--- src/rtl/count_display_scan_pkg.sv ---
// rtl/count_display_scan_pkg.sv - shared scan states and 7-segment font for count_display_scan
package count_display_scan_pkg;

  // Scan order is SHOW0 -> GAP0 -> SHOW1 -> GAP1 -> SHOW0
  typedef enum logic [1:0] {
    SHOW0 = 2'd0,
    GAP0  = 2'd1,
    SHOW1 = 2'd2,
    GAP1  = 2'd3
  } scan_state_t;

  // Hex font {g,f,e,d,c,b,a}, 1 = lit; index 15 is the leftmost entry
  localparam logic [15:0][6:0] SEG_FONT = {
    7'h71, 7'h79, 7'h5E, 7'h39, 7'h7C, 7'h77, 7'h6F, 7'h7F,
    7'h07, 7'h7D, 7'h6D, 7'h66, 7'h4F, 7'h5B, 7'h06, 7'h3F
  };

  // Logical all-segments-off pattern including dp
  localparam logic [7:0] SEG_OFF = 8'h00;

  // Digit enable patterns
  localparam logic [1:0] DIG_NONE = 2'b00;
  localparam logic [1:0] DIG_A    = 2'b01;
  localparam logic [1:0] DIG_B    = 2'b10;

endpackage

--- src/rtl/count_display_scan_if.sv ---
// rtl/count_display_scan_if.sv - counter inputs and display pin bundle
interface count_display_scan_if;

  logic [3:0] cnt1_i;
  logic [3:0] cnt2_i;
  logic       hold;
  logic       blank;
  logic [7:0] seg_o;
  logic [1:0] dig_o;
  logic       scan_o;

  // master drives the counter values and controls, slave drives the pins
  modport master (
    output cnt1_i, cnt2_i, hold, blank,
    input  seg_o, dig_o, scan_o
  );

  modport slave (
    input  cnt1_i, cnt2_i, hold, blank,
    output seg_o, dig_o, scan_o
  );

endinterface

--- src/rtl/count_display_scan_hex7seg_decode.sv ---
// rtl/count_display_scan_hex7seg_decode.sv - combinational hex digit to 7-segment decoder
module hex7seg_decode
  import count_display_scan_pkg::*;
(
  input  logic [3:0] val,
  output logic [6:0] seg
);

  // Plain font lookup, no registers
  always_comb begin
    seg = SEG_FONT[val];
  end

endmodule

--- src/rtl/count_display_scan.sv ---
// rtl/count_display_scan.sv - resync, filter and two-digit multiplexed 7-segment scan of counter values
module count_display_scan
  import count_display_scan_pkg::*;
#(
  parameter int CLK_HZ     = 12_000_000,
  parameter int SCAN_HZ    = 1_000,
  parameter int GAP_CYC    = 16,
  parameter int STABLE_CYC = 3,
  parameter int ACTIVE_LOW = 0
) (
  input logic                 clk,
  input logic                 clr1,
  count_display_scan_if.slave bus
);

  localparam int DIV = CLK_HZ / (2 * SCAN_HZ);
  localparam int PW  = (DIV > 1) ? $clog2(DIV) : 1;
  localparam int SW  = (STABLE_CYC > 0) ? $clog2(STABLE_CYC + 1) : 1;

  localparam logic [PW-1:0] SHOW_LAST  = PW'(DIV - GAP_CYC - 1);
  localparam logic [PW-1:0] GAP_LAST   = PW'(GAP_CYC - 1);
  localparam logic [SW-1:0] STABLE_MAX = SW'(STABLE_CYC);
  localparam logic          POL        = (ACTIVE_LOW != 0);

  logic [7:0]    sync1;
  logic [7:0]    sync2;
  logic [7:0]    filt;
  logic [7:0]    disp;
  logic [SW-1:0] stab;
  logic [SW-1:0] stab_nxt;

  scan_state_t   state;
  logic [PW-1:0] cnt;
  logic [7:0]    seg_r;
  logic [1:0]    dig_r;
  logic          scan_r;

  logic [6:0]    dec0;
  logic [6:0]    dec1;
  logic [7:0]    lit0;
  logic [7:0]    lit1;

  // Stability count: a difference across the second sync stage restarts it, otherwise it saturates
  always_comb begin
    stab_nxt = stab;
    if (sync1 != sync2) begin
      stab_nxt = '0;
    end else if (stab != STABLE_MAX) begin
      stab_nxt = stab + 1'b1;
    end
  end

  // Input path: 2-flop synchroniser, de-glitch filter and hold-able display register
  always_ff @(posedge clk or posedge clr1) begin
    if (clr1) begin
      sync1 <= '0;
      sync2 <= '0;
      stab  <= '0;
      filt  <= '0;
      disp  <= '0;
    end else begin
      sync1 <= {bus.cnt2_i, bus.cnt1_i};
      sync2 <= sync1;
      stab  <= stab_nxt;
      if ((stab_nxt == STABLE_MAX) && (stab != STABLE_MAX)) begin
        filt <= sync2;
      end
      if (!bus.hold) begin
        disp <= filt;
      end
    end
  end

  hex7seg_decode u_dec0 (
    .val (disp[3:0]),
    .seg (dec0)
  );

  hex7seg_decode u_dec1 (
    .val (disp[7:4]),
    .seg (dec1)
  );

  // Segment pattern for each digit after blanking; dp is never lit
  always_comb begin
    lit0 = bus.blank ? SEG_OFF : {1'b0, dec0};
    lit1 = bus.blank ? SEG_OFF : {1'b0, dec1};
  end

  // Scan FSM: outputs are loaded on the same edge as the state so pins and state move together
  always_ff @(posedge clk or posedge clr1) begin
    if (clr1) begin
      state  <= GAP1;
      cnt    <= '0;
      seg_r  <= SEG_OFF;
      dig_r  <= DIG_NONE;
      scan_r <= 1'b0;
    end else begin
      scan_r <= 1'b0;
      case (state)
        SHOW0: begin
          if (cnt == SHOW_LAST) begin
            state <= GAP0;
            cnt   <= '0;
            dig_r <= DIG_NONE;
            seg_r <= SEG_OFF;
          end else begin
            cnt   <= cnt + 1'b1;
            seg_r <= lit0;
          end
        end
        GAP0: begin
          if (cnt == GAP_LAST) begin
            state  <= SHOW1;
            cnt    <= '0;
            dig_r  <= DIG_B;
            seg_r  <= lit1;
            scan_r <= 1'b1;
          end else begin
            cnt <= cnt + 1'b1;
          end
        end
        SHOW1: begin
          if (cnt == SHOW_LAST) begin
            state <= GAP1;
            cnt   <= '0;
            dig_r <= DIG_NONE;
            seg_r <= SEG_OFF;
          end else begin
            cnt   <= cnt + 1'b1;
            seg_r <= lit1;
          end
        end
        default: begin
          if (cnt == GAP_LAST) begin
            state  <= SHOW0;
            cnt    <= '0;
            dig_r  <= DIG_A;
            seg_r  <= lit0;
            scan_r <= 1'b1;
          end else begin
            cnt <= cnt + 1'b1;
          end
        end
      endcase
    end
  end

  // Pin polarity is a fixed inversion of the registered values
  assign bus.seg_o  = seg_r ^ {8{POL}};
  assign bus.dig_o  = dig_r ^ {2{POL}};
  assign bus.scan_o = scan_r;

endmodule

--- src/flat_wrapper.sv ---
// flat-port wrapper written by rule: the top's interface ports become plain ports
module count_display_scan_flat import count_display_scan_pkg::*;
#(
  parameter int CLK_HZ     = 12_000_000,
  parameter int SCAN_HZ    = 1_000,
  parameter int GAP_CYC    = 16,
  parameter int STABLE_CYC = 3,
  parameter int ACTIVE_LOW = 0
)
  (clk, clr1, bus_cnt1_i, bus_cnt2_i, bus_hold, bus_blank, bus_seg_o, bus_dig_o, bus_scan_o);
  count_display_scan_if bus_i ();
  input logic clk;
  input logic clr1;
  input wire logic [$bits(bus_i.cnt1_i)-1:0] bus_cnt1_i;
  input wire logic [$bits(bus_i.cnt2_i)-1:0] bus_cnt2_i;
  input wire logic [$bits(bus_i.hold)-1:0] bus_hold;
  input wire logic [$bits(bus_i.blank)-1:0] bus_blank;
  output wire logic [$bits(bus_i.seg_o)-1:0] bus_seg_o;
  output wire logic [$bits(bus_i.dig_o)-1:0] bus_dig_o;
  output wire logic [$bits(bus_i.scan_o)-1:0] bus_scan_o;
  assign bus_i.cnt1_i = bus_cnt1_i;
  assign bus_i.cnt2_i = bus_cnt2_i;
  assign bus_i.hold = bus_hold;
  assign bus_i.blank = bus_blank;
  assign bus_seg_o = bus_i.seg_o;
  assign bus_dig_o = bus_i.dig_o;
  assign bus_scan_o = bus_i.scan_o;
  count_display_scan #(.CLK_HZ(CLK_HZ), .SCAN_HZ(SCAN_HZ), .GAP_CYC(GAP_CYC), .STABLE_CYC(STABLE_CYC), .ACTIVE_LOW(ACTIVE_LOW)) u_core (.clk(clk), .clr1(clr1), .bus(bus_i));
endmodule
--- config.mk ---
export PLATFORM = sky130hd
export DESIGN_NAME = count_display_scan_flat
export DESIGN_NICKNAME = d
export VERILOG_FILES = /design/src/rtl/count_display_scan_pkg.sv /design/src/rtl/count_display_scan_if.sv /design/src/rtl/count_display_scan_hex7seg_decode.sv /design/src/rtl/count_display_scan.sv /design/src/flat_wrapper.sv
export SDC_FILE = /design/constraint.sdc
export NUM_CORES = 1
export LEC_CHECK = 0
export CORE_MARGIN = 5
export CORE_UTILIZATION = 60
export DETAILED_ROUTE_END_ITERATION = 8
export GPL_TIMING_DRIVEN = 0
export PLACE_DENSITY = 0.82
export SYNTH_ARGS = -nofsm -noshare
export SYNTH_HDL_FRONTEND = slang
export SYNTH_SLANG_ARGS = --single-unit
--- constraint.sdc ---
create_clock -name clk -period 5.85 [get_ports clk]
set_clock_uncertainty 0.15 [all_clocks]
set_input_delay 0.8775 -clock clk [delete_from_list [all_inputs] [get_ports clk]]
set_output_delay 0.8775 -clock clk [all_outputs]
set_load 0.02 [all_outputs]
## Word level (Yosys, flattened, before mapping)

Memories as Yosys holds them, arrays and structs flattened.
Cells that the tools add are included.
Widths: inputs -> output; s select.

- Flip-flop bits (word level): 60
- Bits in latches: 0
- RAM bits: 0
- ROM bits: 224
- Bits of input ports: 12
- Output and inout bits: 11
- Logic and storage cells: 59
- Memories: 2

Memories:

| name | words | bits a word | rd ports | clocked after memory_dff | wr ports | line | source |
|---|---|---|---|---|---|---|---|
| (no name shown) | 16 | 7 | 1 | 0 | 0 | count_display_scan_hex7seg_decode.sv:11 | `seg = SEG_FONT[val];` |
| (no name shown) | 16 | 7 | 1 | 0 | 0 | count_display_scan_hex7seg_decode.sv:11 |  |

- Add/subtract/negate cells: 2
- Multiply operators: 0
- Divide/modulo/power cells: 0
- Order comparisons: 2
- Equal/unequal tests: 11
- Shift operators: 0
- Multiplexer cells: 24
- Bitwise operators: 0
- Reductions and logical operators: 8

Operators with widths:

| cell | number |
|---|---|
| $mux 13 | 3 |
| $mux 8 | 4 |
| $mux 7 | 4 |
| $pmux 8 s3 | 1 |
| $mux 2 | 8 |
| $add 13x1->13 const B | 1 |
| $eq 13x13->1 const B | 1 |
| $eq 13x4->1 const B | 1 |
| $lt 4x5->1 const B | 2 |
| $ne 2x1->1 const B | 4 |
| $ne 8x8->1 | 1 |
| $pmux 2 s3 | 1 |
| $eq 2x2->1 const B | 2 |
| $pmux 2 s2 | 1 |
| $reduce_and 4->1 | 1 |
| $reduce_and 3->1 | 1 |
| $reduce_bool 3->1 | 1 |
| $add 2x1->2 const B | 1 |
| $eq 2x1->1 const B | 1 |
| $logic_not 2->1 | 1 |
| $mux 1 | 2 |
| $ne 2x2->1 const B | 1 |
| $reduce_and 2->1 | 1 |
| $reduce_bool 2->1 | 1 |
| other kinds (2) | 2 |

## Longest topological paths before layout

- Word-level depth: 5
- Depth in mapped cells: 7
- Gate-level depth less buffers: 7

## Modules after synthesis

From an unflattened synthesis, not the netlist that was laid out.

- Cell total of the unflattened synthesis: 259
- Area, all modules: 3039.2 sq um

Modules (own cells, without submodules):

| module | times used | cells each | area each (sq um) | sequential area each (sq um) |
|---|---|---|---|---|
| count_display_scan | 1 | 193 | 2461.1 | 1478.9 |
| hex7seg_decode (u_core.u_dec1) | 1 | 33 | 290.3 | 0.0 |
| hex7seg_decode (u_core.u_dec0) | 1 | 33 | 287.8 | 0.0 |

## Worst setup path before layout

Ideal clock, no wire load.

- Path type: reg2reg
- Start: reg u_core.disp[5]
- End: reg u_core.seg_r[0] (netlist: u_core.bus.seg_o[0])
- Setup time: 121 ps
- Arrival: 1564 ps
- Required time: 5579 ps
- Slack: 4015 ps
- Cell stages (with the launch flop): 8
- Path buffers: 0
- Period minus slack after synthesis: 1835 ps
- Cells stage by stage: dfrtp_1 -> inv_1 -> ha_1 -> nor2b_1 -> or3b_2 -> o21ai_0 -> o32ai_1 -> a22o_1

- Cells in the longest elaborated chain, start to end: 5
- Elaborated cells between the ends (all ways): 6
- Those cells by class: mux (5); memory (1)

RTL lines:

| item | line | source |
|---|---|---|
| start: declaration | count_display_scan.sv:28 | `logic [7:0] disp;` |
| start signal: assignment | count_display_scan.sv:69 | `disp <= filt;` |
| $mem_v2 16x7 * | n/a |  |
| $mux 7 (not written as such) * | count_display_scan_hex7seg_decode.sv:11 |  |
| $mux 7 * | count_display_scan.sv:87 | `lit1 = bus.blank ? SEG_OFF : {1'b0, dec1};` |
| $mux 8, on equally long branches | count_display_scan.sv:124, count_display_scan.sv:113 |  |
| $pmux 8 s3 * | count_display_scan.sv:100 | `case (state)` |
| end signal: assignment | count_display_scan.sv:109 | `seg_r <= lit0;` |
| end signal: assignment | count_display_scan.sv:131 | `seg_r <= lit1;` |
| end signal: assignment | count_display_scan.sv:139 | `seg_r <= lit0;` |
| end: declaration | count_display_scan.sv:34 | `logic [7:0] seg_r;` |

Mark *: on every way between the ends. The rest lies on a longest branch, timed or not. The select of a mux whose other input is x is not followed.
A chain may end at the register's enable or synchronous reset.

## Worst setup path in the final report

- Start: reg u_core.seg_r[5] (netlist: u_core.bus.seg_o[5])
- End: out bus_seg_o[5]

RTL lines:

| item | line | source |
|---|---|---|
| start signal: assignment | count_display_scan.sv:109 |  |
| start signal: assignment | count_display_scan.sv:117 | `seg_r <= lit1;` |
| start signal: assignment | count_display_scan.sv:131 |  |
| end: declaration | flat_wrapper.sv:18 | `output wire logic [$bits(bus_i.seg_o)-1:0] bus_seg_o;` |

No word-level cell between the ends.

==> metrics.md <==
| Metric | Value |
|---|---|
| Status | completed |
| Cell taking the most area after synthesis | dfrtp_1 |
| YS warnings | 0 |
| Max incr delay on CP | 0.61 ns |
| Int Pwr | 0.638 mW |
| RSZ-0062 raised after global routing | false |
| Num CTS Buffers | 9 |
| ANT cells | 0 |
| Logic pwr share | 4.0% |
| Site Rows | 25 |
| Drt wl/cell | 13.9 µm |
| Max_cap viols | 0 |
| Die height | 78.8 µm |
| CP Max Fanout | 2 |
| Crit start category | flip-flop |
| Skew-Pair Late Insertion Delay | 0.33 ns |
| Crit path max-delay cell type | clkdlybuf4s50_1 |
| Most common cell in the netlist | dfrtp_1 |
| Initial drt markers | 142 |
| Fraction of layout cells with a size suffix above 1 | 17.5% |
| FF+latch count, synth | 59 |
| Post-synth EDFFs | 0 |
| Clock Power Share | 44.4% |
| Asr flop ratio synth | 100% |
| Fin worst setup slack | 3.52 ns |
| Crit path buf inv count | 1 |
| Initial antenna violation count | 0 |
| CTS tree | done |
| DP Wirelength | 3340 µm |
| Worst-margin pin slew | 0.508 ns |
| Tcrit/Tclk final | 39.9% |
| Leak | 1.54 nW |
| Clock sinks | 59 |
| Layout area overhead | 17.0% |
| Drt via density | 5.47 |
| Synthesized instance count | 238 |
| Layout Nets | 299 |
| Switching power | 0.178 mW |
| Post-CTS Setup Bufs | 0 |
| H-tree depth | 3 |
| Hold crit path type | flip-flop to flip-flop |
| DRT Pass-1 Iters | 5 |
| Fin area | 0.00332 mm² |
| Post-CTS resize count | 0 |
| Tmin final | 2.33 ns |
| Pin count of the biggest net entering global routing | 45 |
| Top-area cell type share of the netlist area | 50.3% |
| Detailed-route via count | 1,799 |
| GP Congestion | 0.809 |
| Cell area power density | 246 mW/mm² |
| Max Fclk | 429 MHz |
| Area after DPL | 0.00312 mm² |
| Clock Path Buffers | 2 |
| Max_slew headroom | 66.1% |
| Avg Cell Area, Syn | 11.9 µm² |
| Root Driver | clkbuf_8 |
| Vias in the first global route | 1,794 |
| CP Cell Sequence | clkdlybuf4s50_1 |
| Global-route wire length before repair | 8200 µm |
| Core Footprint | 0.00466 mm² |
| Cell variety after synth | 40 |
| CP Capture Type | output port |
| Area of the mapped netlist | 0.00284 mm² |
| Detailed Route WL | 4580 µm |
| Initial core utilization | 60.9% |
| Antenna viol nets, final | 0 |
| Final setup violation count | 0 |
| GRT Util Overall | 17.3% |
| Fin. max-slew vios | 0 |
| Sequential share of power | 51.6% |
| Crit Path Class | flip-flop to output port |
| Count of input and output buffers | 20 |
| # DRC | 0 |
| Largest delay share family, worst path | buffers and inverters |
| Remaining global-route overflow | 0 |
| Worst vdd ir | 0.196 mV |
| Data required, critical path | 4.82 ns |
| Die Area | 0.00620 mm² |
| Final Hold Fails | 0 |
| Post-synthesis sequential area ratio | 52.1% |
| Switching share of total power | 21.8% |
| Clock transition at path regs | 0.07 ns |
| Worst hold slack | 0.242 ns |
| Ys flop type | dfrtp_1 |
| Die span in x | 78.8 µm |
| Cts hold-fix bufs | 0 |
| Largest cells by area after synthesis | dfrtp_1, mux2_2, ha_1 |
| Syn_nets | 267 |
| CP Data Arrival Time | 1.30 ns |
| IO Count | 23 |
| Fin Setup TNS | 0 ns |
| DP Worst Slack | 3.83 ns |
| Synth top cells by count | dfrtp_1, mux2_2, nor2_1 |
## layout make-up
type,count,area (µm²)
tap,54,67.6
clock buffer,11,141
clock inverter,5,52.6
inverter,13,48.8
multi-input combinational,158,1270
sequential,59,1480
timing repair buffer,21,220
fill,335,1340
buffer,8,36.3
## power groups by stage
| stage | Combinational (mW) | Sequential, mW | Clock, mW |
|---|---|---|---|
| 2_1_floorplan | 0.0149 | 0.430 | 0 |
| 3_3_place_gp | 0.0311 | 0.428 | 0 |
| 3_5_place_dp | 0.0338 | 0.429 | 0 |
| 4_1_cts | 0.0338 | 0.421 | 0.371 |
| 5_1_grt | 0.0366 | 0.422 | 0.390 |
| 6_report | 0.0327 | 0.421 | 0.362 |
## placed cells by master, fill, tap and decap left out, types with 6 or more instances in the layout
| cell | Yosys | routed |
|---|---|---|
| a21oi_1 | 7 | 7 |
| a22o_1 | 8 | 8 |
| and3_1 | 6 | 6 |
| clkbuf_8 | 0 | 10 |
| clkdlybuf4s50_1 | 0 | 20 |
| dfrtp_1 | 57 | 57 |
| ha_1 | 17 | 17 |
| inv_1 | 13 | 12 |
| mux2_2 | 19 | 19 |
| mux2i_1 | 6 | 6 |
| nand2_1 | 13 | 13 |
| nor2_1 | 18 | 18 |
| o32ai_1 | 7 | 7 |
| xor2_1 | 14 | 14 |
## per-stage QoR
| stage | power (mW) | cells | utilization (%) |
|---|---|---|---|
| 4_1_cts | 0.826 | 329 | 71.2 |
| 5_1_grt | 0.848 | 329 | 71.2 |
| 2_1_floorplan | 0.445 | 238 | - |
| 6_report | 0.816 | 329 | 71.2 |
| 3_3_place_gp | 0.459 | 312 | 66.6 |
| 3_5_place_dp | 0.462 | 313 | 67.0 |
## sequential cells by signal, indices dropped and copies added (netlist names)
register,cells
u_core.disp,8
u_core.state,2
u_core.filt,8
u_core.bus.seg_o,7
u_core.stab,2
u_core.cnt,13
u_core.bus.scan_o,1
u_core.sync1,8
u_core.bus.dig_o,2
u_core.sync2,8
## cells by family (layout without fill, tap and decap cells)
logic type                 after synthesis  after routing  share of synthesized area (%)
AOI/OAI and AO/OA                       35             35                           9.44
DFF                                     59             59                           52.1
xor gates and xnor gates                19             19                           5.87
other                                    1              1                          0.132
and+or+nand+nor                         59             59                           10.7
muxes                                   27             27                           11.2
adders and majority gates               17             17                           7.50
buffers and inverters                   21             58                           3.00
## metal layers
metal  global-route usage, %  share of wire, %
met1                    22.0                46
met2                    27.4                47
met3                    4.20               4.8
met4                    9.44               1.9
met5                       0                 0
## path summary, 6_finish.rpt
check | from | end | slack, ns | depth (start not counted)
setup / recovery | u_core.bus.seg_o[5] | bus_seg_o[5] | 3.52 | 1
hold / removal | u_core.sync1[0] | u_core.sync2[0] | 0.24 | 0
setup reg to reg | u_core.sync2[7] | u_core.filt[1] | 3.80 | 5
hold reg to reg | u_core.sync1[0] | u_core.sync2[0] | 0.24 | 0
max in group asynchronous | clr1 | u_core.state[0] | 4.30 | 3
min in group asynchronous | clr1 | u_core.sync1[6] | 0.67 | 2
(Power assumes the default switching activity.)
